**config.mk**
```make
export PLATFORM = sky130hd
export DESIGN_NAME = pc_sp_unit
export DESIGN_NICKNAME = d
export VERILOG_FILES = /design/src/rtl/pc_sp_unit.sv
export SDC_FILE = /design/constraint.sdc
export NUM_CORES = 1
export LEC_CHECK = 0
export CAP_MARGIN = 25
export CORE_UTILIZATION = 40
export CTS_CLUSTER_SIZE = 12
export DETAILED_ROUTE_END_ITERATION = 16
export PLACE_DENSITY = 0.66
export SLEW_MARGIN = 20
export SYNTH_ARGS = -nofsm -noshare
export SYNTH_HDL_FRONTEND = slang
export SYNTH_SLANG_ARGS = --single-unit
```
**constraint.sdc**
```tcl
create_clock -name CLK -period 5.2 [get_ports CLK]
set_input_delay 1.04 -clock CLK [delete_from_list [all_inputs] [get_ports CLK]]
set_output_delay 1.04 -clock CLK [all_outputs]
set_load 0.1 [all_outputs]
```
**src/rtl/pc_sp_unit.sv**
```systemverilog
// Program-counter / stack-pointer unit: next-PC selection plus a stack pointer
// whose CALL/PUSH/POP traffic goes through a req/ack memory handshake.
module pc_sp_unit #(
  parameter int unsigned            DATA_WIDTH  = 32,
  parameter int unsigned            ADDR_WIDTH  = 26,
  parameter logic [DATA_WIDTH-1:0]  RESET_PC    = 32'h0000_1000,
  parameter logic [DATA_WIDTH-1:0]  RESET_SP    = 32'h03FF_FFFF,
  parameter logic [DATA_WIDTH-1:0]  STACK_LIMIT = 32'h03FF_0000
) (
  input  logic                  CLK,
  input  logic                  RST,
  input  logic                  CMD_VALID,
  output logic                  CMD_READY,
  input  logic [2:0]            CMD_OP,
  input  logic [DATA_WIDTH-1:0] IMM,
  input  logic [DATA_WIDTH-1:0] REG_VAL,
  input  logic                  ZERO,
  output logic [DATA_WIDTH-1:0] PC,
  output logic [DATA_WIDTH-1:0] SP,
  output logic                  MEM_REQ,
  output logic                  MEM_WE,
  output logic [ADDR_WIDTH-1:0] MEM_ADDR,
  output logic [DATA_WIDTH-1:0] MEM_WDATA,
  input  logic [DATA_WIDTH-1:0] MEM_RDATA,
  input  logic                  MEM_ACK,
  output logic [DATA_WIDTH-1:0] POP_DATA,
  output logic                  POP_VALID,
  output logic                  STK_ERR
);

  typedef enum logic {S_IDLE, S_MEM_WAIT} state_e;
  typedef enum logic [2:0] {
    OP_NOP, OP_BEQ, OP_BNE, OP_JMP, OP_JR, OP_CALL, OP_PUSH, OP_POP
  } op_e;

  state_e                  state_q, state_d;
  op_e                     pend_q, pend_d;
  logic [DATA_WIDTH-1:0]   pc_q, pc_d;
  logic [DATA_WIDTH-1:0]   sp_q, sp_d;
  logic [DATA_WIDTH-1:0]   tgt_q, tgt_d;
  logic                    mem_req_q, mem_req_d;
  logic                    mem_we_q, mem_we_d;
  logic [ADDR_WIDTH-1:0]   mem_addr_q, mem_addr_d;
  logic [DATA_WIDTH-1:0]   mem_wdata_q, mem_wdata_d;
  logic [DATA_WIDTH-1:0]   pop_data_q, pop_data_d;
  logic                    pop_valid_q, pop_valid_d;
  logic                    stk_err_q, stk_err_d;

  logic [DATA_WIDTH-1:0]   pc1, jmp_tgt, sp_inc, sp_dec;
  logic                    accept, overflow, underflow;
  op_e                     op;

  assign CMD_READY = (state_q == S_IDLE) & RST;

  always_comb begin
    pc1       = pc_q + 1'b1;
    jmp_tgt   = {pc1[DATA_WIDTH-1:ADDR_WIDTH], IMM[ADDR_WIDTH-1:0]};
    sp_inc    = sp_q + 1'b1;
    sp_dec    = sp_q - 1'b1;
    accept    = CMD_VALID & CMD_READY;
    overflow  = sp_q < STACK_LIMIT;
    underflow = sp_q == RESET_SP;
    op        = op_e'(CMD_OP);

    state_d     = state_q;
    pend_d      = pend_q;
    pc_d        = pc_q;
    sp_d        = sp_q;
    tgt_d       = tgt_q;
    mem_req_d   = mem_req_q;
    mem_we_d    = mem_we_q;
    mem_addr_d  = mem_addr_q;
    mem_wdata_d = mem_wdata_q;
    pop_data_d  = pop_data_q;
    pop_valid_d = 1'b0;
    stk_err_d   = stk_err_q;

    if (state_q == S_IDLE) begin
      if (accept) begin
        case (op)
          OP_NOP: pc_d = pc1;
          OP_BEQ: pc_d = ZERO ? pc1 + IMM : pc1;
          OP_BNE: pc_d = !ZERO ? pc1 + IMM : pc1;
          OP_JMP: pc_d = jmp_tgt;
          OP_JR:  pc_d = REG_VAL;
          OP_CALL, OP_PUSH: begin
            // Full stack: the op retires immediately as a flagged no-op.
            if (overflow) begin
              stk_err_d = 1'b1;
              pc_d      = pc1;
            end else begin
              state_d     = S_MEM_WAIT;
              pend_d      = op;
              mem_req_d   = 1'b1;
              mem_we_d    = 1'b1;
              mem_addr_d  = sp_q[ADDR_WIDTH-1:0];
              mem_wdata_d = (op == OP_CALL) ? pc1 : REG_VAL;
              tgt_d       = jmp_tgt;
            end
          end
          OP_POP: begin
            if (underflow) begin
              stk_err_d = 1'b1;
              pc_d      = pc1;
            end else begin
              state_d    = S_MEM_WAIT;
              pend_d     = op;
              mem_req_d  = 1'b1;
              mem_we_d   = 1'b0;
              mem_addr_d = sp_inc[ADDR_WIDTH-1:0];
            end
          end
        endcase
      end
    end else if (MEM_ACK) begin
      state_d   = S_IDLE;
      mem_req_d = 1'b0;
      case (pend_q)
        OP_CALL: begin
          sp_d = sp_dec;
          pc_d = tgt_q;
        end
        OP_PUSH: begin
          sp_d = sp_dec;
          pc_d = pc1;
        end
        OP_POP: begin
          sp_d        = sp_inc;
          pc_d        = pc1;
          pop_data_d  = MEM_RDATA;
          pop_valid_d = 1'b1;
        end
        default: ;
      endcase
    end
  end

  always_ff @(posedge CLK) begin
    if (!RST) begin
      state_q     <= S_IDLE;
      pend_q      <= OP_NOP;
      pc_q        <= RESET_PC;
      sp_q        <= RESET_SP;
      tgt_q       <= '0;
      mem_req_q   <= 1'b0;
      mem_we_q    <= 1'b0;
      mem_addr_q  <= '0;
      mem_wdata_q <= '0;
      pop_data_q  <= '0;
      pop_valid_q <= 1'b0;
      stk_err_q   <= 1'b0;
    end else begin
      state_q     <= state_d;
      pend_q      <= pend_d;
      pc_q        <= pc_d;
      sp_q        <= sp_d;
      tgt_q       <= tgt_d;
      mem_req_q   <= mem_req_d;
      mem_we_q    <= mem_we_d;
      mem_addr_q  <= mem_addr_d;
      mem_wdata_q <= mem_wdata_d;
      pop_data_q  <= pop_data_d;
      pop_valid_q <= pop_valid_d;
      stk_err_q   <= stk_err_d;
    end
  end

  assign PC        = pc_q;
  assign SP        = sp_q;
  assign MEM_REQ   = mem_req_q;
  assign MEM_WE    = mem_we_q;
  assign MEM_ADDR  = mem_addr_q;
  assign MEM_WDATA = mem_wdata_q;
  assign POP_DATA  = pop_data_q;
  assign POP_VALID = pop_valid_q;
  assign STK_ERR   = stk_err_q;

endmodule

```
Yosys cells after proc, flatten, opt, wreduce, memory -nomap -nowiden
Index checks and enable logic that the tools add are counted.
W data, S select, Z words.
{"block": "totals", "out_inout_bits": 159, "ff_bits": 194, "input_bits": 104, "elab_cells": 93}
{"block": "classes", "n_bitwise": 4, "reduce_logical": 16, "eq_ne": 21, "muxes": 35, "addsub": 4, "order_cmp": 1}
{"op": "$mux W32", "n": 8}
{"op": "$pmux W32 S7", "n": 1}
{"op": "$pmux W32 S2", "n": 2}
{"op": "$add A32 B1 Y32 const B", "n": 2}
{"op": "$mux W26", "n": 2}
{"op": "$pmux W26 S2", "n": 1}
{"op": "$add A32 B32 Y32", "n": 1}
{"op": "$eq A32 B26 Y1 const B", "n": 1}
{"op": "$lt A32 B26 Y1 const B", "n": 1}
{"op": "$sub A32 B1 Y32 const B", "n": 1}
{"op": "$eq A3 B3 Y1 const B", "n": 7}
{"op": "$reduce_and A5 Y1", "n": 4}
{"op": "$mux W1", "n": 14}
{"op": "$ne A3 B3 Y1 const B", "n": 4}
{"op": "$ne A2 B2 Y1 const B", "n": 5}
{"op": "$reduce_and A3 Y1", "n": 3}
{"op": "$pmux W1 S2", "n": 4}
{"op": "$eq A3 B2 Y1 const B", "n": 2}
{"op": "$mux W3", "n": 2}
{"op": "$pmux W3 S2", "n": 1}
{"op": "$reduce_bool A2 Y1", "n": 3}
{"op": "$reduce_or A2 Y1", "n": 3}
{"op": "$reduce_and A4 Y1", "n": 1}
{"op": "$eq A3 B1 Y1 const B", "n": 1}
{"op": "other kinds (5)", "n": 7}

Logic depth before layout (Yosys ltp)
Gate-level depths: netlist of run 1.
{"block": "logic_depth", "ltp_word": 6, "ltp_mapped": 16, "ltp_nobuf": 16}

Worst setup path after synthesis of run 1
Ideal clock, no wire load.
{"block": "synth_path", "kind": "reg-to-reg", "start": "register pc_q[0], in the netlist PC[0]", "end": "register pc_q[31], in the netlist PC[31]", "path_stages_with_launch": 16, "slack_ps": 653, "arrival_ps": 4428, "required_time_ps": 5081, "setup_time_ps": 119, "period_less_slack_ps": 4547, "path_buffers": 1, "path_cell_list": "dfxtp_1 -> ha_1 -> nand3_1 -> or3_1 -> nor3_1 -> xor2_1 -> ha_1 -> clkbuf_1 -> nand4_1 -> nor4_1 -> o221ai_1 -> a41oi_1 -> o41ai_1 -> o2111ai_1 -> o211ai_1 -> o221a_2"}
{"block": "synth_between", "elab_chain_cells": 6, "elab_cells_between_ends": 11, "classes_between": "2 x add/sub; 9 x mux"}
{"item": "from (decl)", "line": "38", "source": "logic [DATA_WIDTH-1:0] pc_q, pc_d;"}
{"item": "from (signal assigned)", "line": "155", "source": "pc_q <= pc_d;"}
{"item": "$add A32 B1 Y32 *", "line": "56", "source": "pc1 = pc_q + 1'b1;"}
{"item": "$add A32 B32 Y32", "line": "82, 83"}
{"item": "$mux W32 (on tied branches)", "line": "83, 82"}
{"item": "$pmux W32 S7", "line": "80", "source": "case (op)"}
{"item": "$mux W32", "line": "79", "source": "if (accept) begin"}
{"item": "$mux W32 *", "line": "78", "source": "if (state_q == S_IDLE) begin"}
Mark *: on every way between the ends. The rest lies on a longest branch, timed or not. The select of a mux whose other input is x is not followed.
A chain may end at the register's enable or synchronous reset.

Worst setup path after layout of run 1
Same ends and word-level chain as after synthesis.

==> metrics.txt, run 1 <==
run status finished, final reports clean; RSZ-0062 raised after global routing no; layout net count about 1,900; Post-CTS Setup Repair Bufs 0; number of synthesized flops with an enable pin 0; htree depth 4; synthesized area 0.0118 mm2; total power just under 4 mW; share of the synthesized area in the top cell type 33.0%; Hold Crit Start POP_DATA[14]; Sw Share 35.7%; share of layout cells above drive strength 1 under 10%; crit path kind reg -> reg; crit share post-route roughly 90%; vias roughly 13,000; initial antenna violation count 1; clock skew ~0.018 ns; area grow syn2layout 30.2%; Tot GR Track Use about 27%; CP endpoint kind flip-flop; sequential share of power approximately 40%; synth warn 0; Main synth FF type dfxtp_1; Worst Path Arrival about 5 ns; IO buf count between 200 and 300; clock slew at reported path FFs 0.09 ns; VDD IR-drop max 0.000177 V; clk sinks roughly 190; Syn Area/Cell around 7.5 um2; total gr overflow 0; Reg2Reg Launch Point PC[0]; Residual DRC 0; first-pass GRT wire length between 60,000 and 70,000 um; Power Dens Cells ~250 mW/mm2; setup_tns 0 ns; Crit-path slowest cell o41ai_1; Initial DRT Pass Iterations 8; clk buf depth 2; GPL Wtd Cong roughly 0.92; vias per cell slightly below 6; Power Internal 2.48 mW; cells after synthesis ~1,600; wire per inst 19.0 um; Post-DP HPWL 28,800 um; ys async rst share 0%; syn nets roughly 1,700; area of the core 0.0289 mm2; Inserted Clock Buffers 17; Psw ~1.4 mW; cell taking the most area after synthesis dfxtp_1; fin. max-slew vios 0; Clk pwr share a little over a third; number of setup violations in the final report 0; Worst-Skew Late Latency 0.45 ns; non-filler instance count after layout 2,167; reg-to-reg slack, setup 0.51 ns; # IOs between 200 and 300; post-synth cell types 70; sequential-to-total area share from yosys stat 33.0%; Hold Path Class reg -> reg; Synth area leaders dfxtp_1 (33%), nand2_1 (7.1%), a21oi_1 (6.9%); final instance area between 0.015 and 0.02 mm2; leakage power figure 5.65 nW; Crit path required time about 5.6 ns; WHS Path Cells 2; Final Worst Setup Slack roughly 0.5 ns; CTS Hold Buffers Added 0; min Tclk post-route approximately 4.7 ns; FF-to-FF End PC[31]; Initial Util approximately 40%; final core utilization 53.1%; worst hold slack approximately 0.46 ns; final hold vios 0; dpl cells ~2,100; Fill cells ~2,900; slowest stage delay, CP about 0.65 ns; die height 174 um; DP Area 0.0147 mm2; reg2reg path depth 16; Worst slew margin between 20% and 30%; worst-margin pin slew 1.09 ns; largest net degree at the start of global routing 75; f_max between 0.2 and 0.25 GHz; Total Wirelength 41,100 um; die width 174 um; clk root buf clkbuf_16; worst hold path endpoint POP_DATA[14]; Startpoint Class flip-flop; Max-cap violations 0; register bit total from synthesis just under 200; number of global-route vias before repair around 12,000; CTS tree built; 1st-iter DRT viols approximately 1,200; Row Count 62; crit-path cells ha_1 > nand3_1 > nor3_1 > buf_4 > nand3_1 > xor2_1 > inv_1 > ha_1 > a21oi_1 > o21ai_0 > a22oi_1 > a41oi_1 > o41ai_1 > o2111ai_1 > o211ai_1 > o221a_2; die area around 0.030 mm2; # resized after CTS 0; antenna viol nets, final 0; worst slack at placement ~0.68 ns; CP max FO 7; Comb power frac 23.6%
## per-layer routing
metal | wire, um | vias to the layer above | global-route usage [%]
met5 | 0 | - | 0
met3 | 2860 | 55 | 5.94
li1 | - | 6097 | -
met2 | 18800 | 463 | 42.9
met1 | 18600 | 5895 | 36.4
met4 | 803 | 0 | 8.85
## placed cells by master (no fill, tap or decap), types with 11 or more instances in the layout
| cell | count |
|---|---|
| and3_1 | 21 |
| xor2_1 | 33 |
| a211oi_1 | 51 |
| and2_1 | 13 |
| or3_1 | 20 |
| xnor2_1 | 54 |
| clkbuf_16 | 17 |
| a22oi_1 | 26 |
| inv_1 | 39 |
| nor2_1 | 160 |
| o211a_1 | 12 |
| dfxtp_1 | 194 |
| o21a_1 | 11 |
| o211ai_1 | 20 |
| nand3_1 | 47 |
| o21ai_0 | 83 |
| nand2_1 | 222 |
| nor4_1 | 11 |
| clkdlybuf4s50_1 | 260 |
| nor3_1 | 47 |
| ha_1 | 40 |
| a21oi_1 | 162 |
| a31oi_1 | 23 |
| o22ai_1 | 14 |
| nand4_1 | 27 |
| buf_4 | 22 |
## power by group through the flow
stage / combinational [mW] / sequential, mW / clock, mW
after floorplan: 0.384 / 1.83 / 0
after global placement: 0.898 / 1.60 / 0
after detailed placement: 0.899 / 1.60 / 0
after CTS: 0.903 / 1.57 / 1.41
after global routing: 0.972 / 1.57 / 1.47
final: 0.912 / 1.57 / 1.38
## synth_stat cells (7+ instances only)
| library cell | number |
|---|---|
| dfxtp_1 | 194 |
| o21ai_0 | 83 |
| clkbuf_1 | 97 |
| and4_1 | 10 |
| and3_1 | 21 |
| o221ai_1 | 9 |
| o211ai_1 | 20 |
| a31oi_1 | 23 |
| inv_1 | 39 |
| o22ai_1 | 14 |
| or3_1 | 20 |
| nand4_1 | 27 |
| a211oi_1 | 51 |
| a222oi_1 | 10 |
| a22oi_1 | 26 |
| xor2_1 | 33 |
| nand2_1 | 222 |
| o21a_1 | 11 |
| o211a_1 | 12 |
| xnor2_1 | 54 |
| nor3_1 | 48 |
| ha_1 | 40 |
| nor2_1 | 162 |
| a21o_1 | 9 |
| and2_1 | 13 |
| nor4_1 | 11 |
| a21oi_1 | 162 |
| a221oi_1 | 7 |
| nand3_1 | 47 |
| mux2i_1 | 7 |
| buf_2 | 14 |
## critical path, delay by kind of cell (launching register included)
family / cells / cell delay (ns)
flip-flops: 1 / 0.48
buffers and inverters: 2 / 0.28
AND/OR/NAND/NOR: 3 / 0.59
XOR/XNOR: 1 / 0.34
adder cells (fa/ha/maj): 2 / 0.63
AO/OA/AOI/OAI: 8 / 2.33
## sequential cells by signal, indices dropped and copies added, names as in the netlist
signal	cells
MEM_REQ	1
state_q	1
STK_ERR	1
MEM_WE	1
PC	32
MEM_WDATA	32
POP_DATA	32
SP	32
POP_VALID	1
MEM_ADDR	26
pend_q	3
tgt_q	32
## final cells by class
class / instances / area, um2 / area share, %
timing repair buffer: 288 / 2860 / 18.6
clock buffer: 17 / 425 / 2.78
tap: 384 / 480 / 3.13
sequential: 194 / 3880 / 25.3
inverter: 40 / 153 / 0.996
antenna: 1 / 2.50 / 0.0163
multi-input combinational: 1228 / 7340 / 47.9
clock inverter: 15 / 188 / 1.22
## how the worst max path moves through the flow
stage / from / cells past startpoint / endpoint
finish: PC[0] / 16 / PC[31]
global route: PC[0] / 16 / PC[31]
CTS: PC[0] / 16 / PC[31]
detailed placement: PC[0] / 16 / PC[31]
global placement: PC[0] / 16 / PC[31]
floorplan: PC[0] / 15 / PC[31]
## cell families (layout without fill, tap and decap cells)
logic type	count (synthesis)	after routing	share of synthesized area, %
AOI/OAI and AO/OA	486	486	26.7
adders and majority gates	41	41	4.42
buffers and inverters	154	360	5.12
DFF	194	194	33.0
and+or+nand+nor	607	607	23.7
muxes	7	7	0.595
other	0	1	0
xor gates and xnor gates	87	87	6.47
Note: power is estimated with default switching activity, not from simulation.
==> run 2: changes to the inputs <==
--- a/config.mk
+++ b/config.mk
@@ -10,6 +10,7 @@
 export CTS_CLUSTER_SIZE = 12
 export DETAILED_ROUTE_END_ITERATION = 16
 export PLACE_DENSITY = 0.66
+export SKIP_LAST_GASP = 1
 export SLEW_MARGIN = 20
 export SYNTH_ARGS = -nofsm -noshare
 export SYNTH_HDL_FRONTEND = slang
==> constraint.sdc (replaced) <==
create_clock -name CLK -period 5.62 [get_ports CLK]
set_input_delay 1.124 -clock CLK [delete_from_list [all_inputs] [get_ports CLK]]
set_output_delay 1.124 -clock CLK [all_outputs]
set_load 0.1 [all_outputs]
==> run 2 against run 1 <==
Register-to-register slack improved by 0.17 ns. Die area did not move. Count of clock-buffer cells in the layout rose by 1. Hold slack got worse by 0.00066 ns. Total power fell by 7.3%. Worst setup slack improved by 0.17 ns. Sequential cell count did not move. Sequential share of layout area barely moved. Non-clock buffer count fell by 3. Sequential power fell by 8%. Critical path depth fell by 1. Clock skew rose by 0.0039 ns. Highest routed layer unchanged.
==> metrics.txt, run 2 (same netlist as run 1, synthesis figures left out) <==
run status finished, final reports clean (unchanged); GPL Wtd Cong 0.928 (was 0.921); dpl cells 2,130 (was 2,133); final hold vios 0 (unchanged); min Tclk post-route 4.94 ns (was 4.69 ns); buffer and inverter count on the worst path 1 (was 2); setup_tns 0 ns (unchanged); Worst path depth 15 (was 16); Max-cap violations 0 (unchanged); Psw 1.28 mW (was 1.38 mW); Initial Util 40.8% (unchanged); total gr overflow 0 (unchanged); vias per cell 5.89 (was 5.77); Startpoint Class flip-flop (unchanged); area of the core 0.0289 mm2 (unchanged); Post-CTS Setup Repair Bufs 0 (unchanged); first-pass GRT wire length 65,700 um (was 65,800 um); clock slew at reported path FFs 0.08 ns (was 0.09 ns); area grow syn2layout 30.0% (was 30.2%); Hold Path Class reg -> reg (unchanged); fin. max-slew vios 0 (unchanged); Residual DRC 0 (unchanged); Worst Path Arrival 5.32 ns (was 5.08 ns); # resized after CTS 0 (unchanged); most frequent cells in the layout clkdlybuf4s50_1 (260), nand2_1 (222), dfxtp_1 (194) (unchanged); CTS Hold Buffers Added 0 (unchanged); IO buf count 262 (unchanged); crit path kind reg -> reg (unchanged); Row Count 62 (unchanged); reg-to-reg slack, setup 0.68 ns (was 0.51 ns); top sig layer met4 (unchanged); Post-DP HPWL 29,500 um (was 28,800 um); Total Wirelength 41,600 um (was 41,100 um); leakage power figure 5.62 nW (was 5.65 nW); die width 174 um (unchanged); clock skew 0.0216 ns (was 0.0177 ns); worst-margin pin slew 1.11 ns (was 1.09 ns); Power Dens Cells 234 mW/mm2 (was 252 mW/mm2); clk buf depth 2 (unchanged); largest net degree at the start of global routing 71 (was 75); Worst slew margin 25.9% (was 26.9%); slowest stage delay, CP 0.88 ns (was 0.65 ns); 1st-iter DRT viols 1,336 (was 1,154); total power 3.58 mW (was 3.86 mW); VDD IR-drop max 0.000147 V (was 0.000177 V); Reg2Reg Launch Point PC[0] (unchanged); Power Internal 2.30 mW (was 2.48 mW); Crit-path slowest cell nor3_1 (was o41ai_1); routed wl met3 3160 um (was 2860 um); non-filler instance count after layout 2,165 (was 2,167); CTS tree built (unchanged); Crit path required time 6.00 ns (was 5.59 ns); met1 wire length 18,900 um (was 18,600 um); htree depth 4 (unchanged); Crit. Startpoint PC[0] (unchanged); clk sinks 194 (unchanged); Initial DRT Pass Iterations 6 (was 8); top cell family by delay on the critical path compound AO/OA/AOI/OAI gates (unchanged); reg2reg path depth 15 (was 16); FF-to-FF End PC[31] (unchanged); number of setup violations in the final report 0 (unchanged); final instance area 0.0153 mm2 (about the same); antenna viol nets, final 0 (unchanged); die height 174 um (unchanged); Fill cells 2,829 (was 2,858); initial antenna violation count 2 (was 1); crit-path cells ha_1 > nand3_1 > nor3_1 > nand3_1 > xor2_1 > inv_1 > ha_1 > a21oi_1 > o21ai_0 > a22oi_1 > a41oi_1 > o41ai_1 > o2111ai_1 > o211ai_1 > o221a_2 (was ha_1 > nand3_1 > nor3_1 > buf_4 > nand3_1 > xor2_1 > inv_1 > ha_1 > a21oi_1 > o21ai_0 > a22oi_1 > a41oi_1 > o41ai_1 > o2111ai_1 > o211ai_1 > o221a_2); Tot GR Track Use 27.0% (was 27.1%); Comb power frac 23.8% (was 23.6%); CP Capture Point PC[31] (unchanged); # IOs 263 (unchanged); RSZ-0062 raised after global routing no (unchanged); Sw Share 35.8% (was 35.7%); Clk pwr share 35.8% (about the same); met2 WL 18,800 um (about the same); Worst-Skew Late Latency 0.45 ns (about the same); die area 0.0301 mm2 (unchanged); commonest non-fill, non-tap cell in the layout clkdlybuf4s50_1 (unchanged); layout net count 1,911 (was 1,914); crit share post-route 87.9% (was 90.2%); sequential share of power 40.5% (about the same); share of layout cells above drive strength 1 4.27% (was 4.49%); DP Area 0.0147 mm2 (about the same); clk root buf clkbuf_16 (unchanged); Inserted Clock Buffers 17 (unchanged); vias 12,700 (was 12,500); f_max 0.202 GHz (was 0.213 GHz); CP endpoint kind flip-flop (unchanged); number of global-route vias before repair 11,700 (was 11,900); CP max FO 7 (unchanged); wire per inst 19.2 um (was 19.0 um)
[run 2: cell count changes in the layout (fill, tap and decap cells not counted), sizes merged]
cell,change
buf,-3
clkbuf,+1
clkinv,-1
clkinvlp,+1
diode,+1
inv,-1
[run 2: worst register-to-register path, stage by stage, from the launching register on]
cell and delay, ns:
dfxtp_1 0.46, ha_1 0.23, nand3_1 0.21, nor3_1 0.88
nand3_1 0.22, xor2_1 0.33, inv_1 0.09, ha_1 0.37
a21oi_1 0.27, o21ai_0 0.13, a22oi_1 0.30, a41oi_1 0.26
o41ai_1 0.59, o2111ai_1 0.21, o211ai_1 0.14, o221a_2 0.20
[run 2: layout make-up]
| cell class | instances | area [um2] | share of cell area (%) |
|---|---|---|---|
| clock buffer | 18 | 429 | 2.80 |
| tap | 384 | 480 | 3.14 |
| antenna | 2 | 5.00 | 0.0327 |
| sequential | 194 | 3880 | 25.4 |
| clock inverter | 14 | 184 | 1.20 |
| timing repair buffer | 285 | 2820 | 18.4 |
| inverter | 40 | 153 | 0.997 |
| multi-input combinational | 1228 | 7350 | 48.0 |
[run 2: routing by layer]
metal,vias to the layer above,track usage (%)
met4,0,7.82
met5,-,0
met2,525,42.1
li1,6085,-
met1,6080,37.5
met3,55,5.39
[run 2: how the worst min path moves through the flow]
| stage | to | depth (start not counted) | from |
|---|---|---|---|
| 6_report | POP_DATA[7] | 2 | POP_DATA[7] |
| 4_1_cts | POP_DATA[7] | 2 | POP_DATA[7] |
| 2_1_floorplan | tgt_q[9] | 2 | tgt_q[9] |
| 5_1_grt | tgt_q[6] | 2 | tgt_q[6] |
| 3_3_place_gp | MEM_WDATA[2] | 2 | MEM_WDATA[2] |
| 3_5_place_dp | POP_DATA[7] | 2 | POP_DATA[7] |
[run 2: power groups by stage]
stage | sequential, mW | clock [mW] | combinational [mW]
final | 1.45 | 1.28 | 0.852
after global routing | 1.45 | 1.36 | 0.905
after CTS | 1.45 | 1.31 | 0.841
after detailed placement | 1.48 | 0 | 0.836
after global placement | 1.48 | 0 | 0.833
after floorplan | 1.69 | 0 | 0.355
[run 2: per-stage QoR]
step	hold WS, ns	util (%)	worst slack [ns]
global placement	0.440	50.6	0.983
global route	0.477	53.0	0.322
floorplan	0.436	-	1.07
detailed placement	0.446	50.8	0.909
CTS	0.457	53.0	0.846
finish	0.457	53.0	0.678
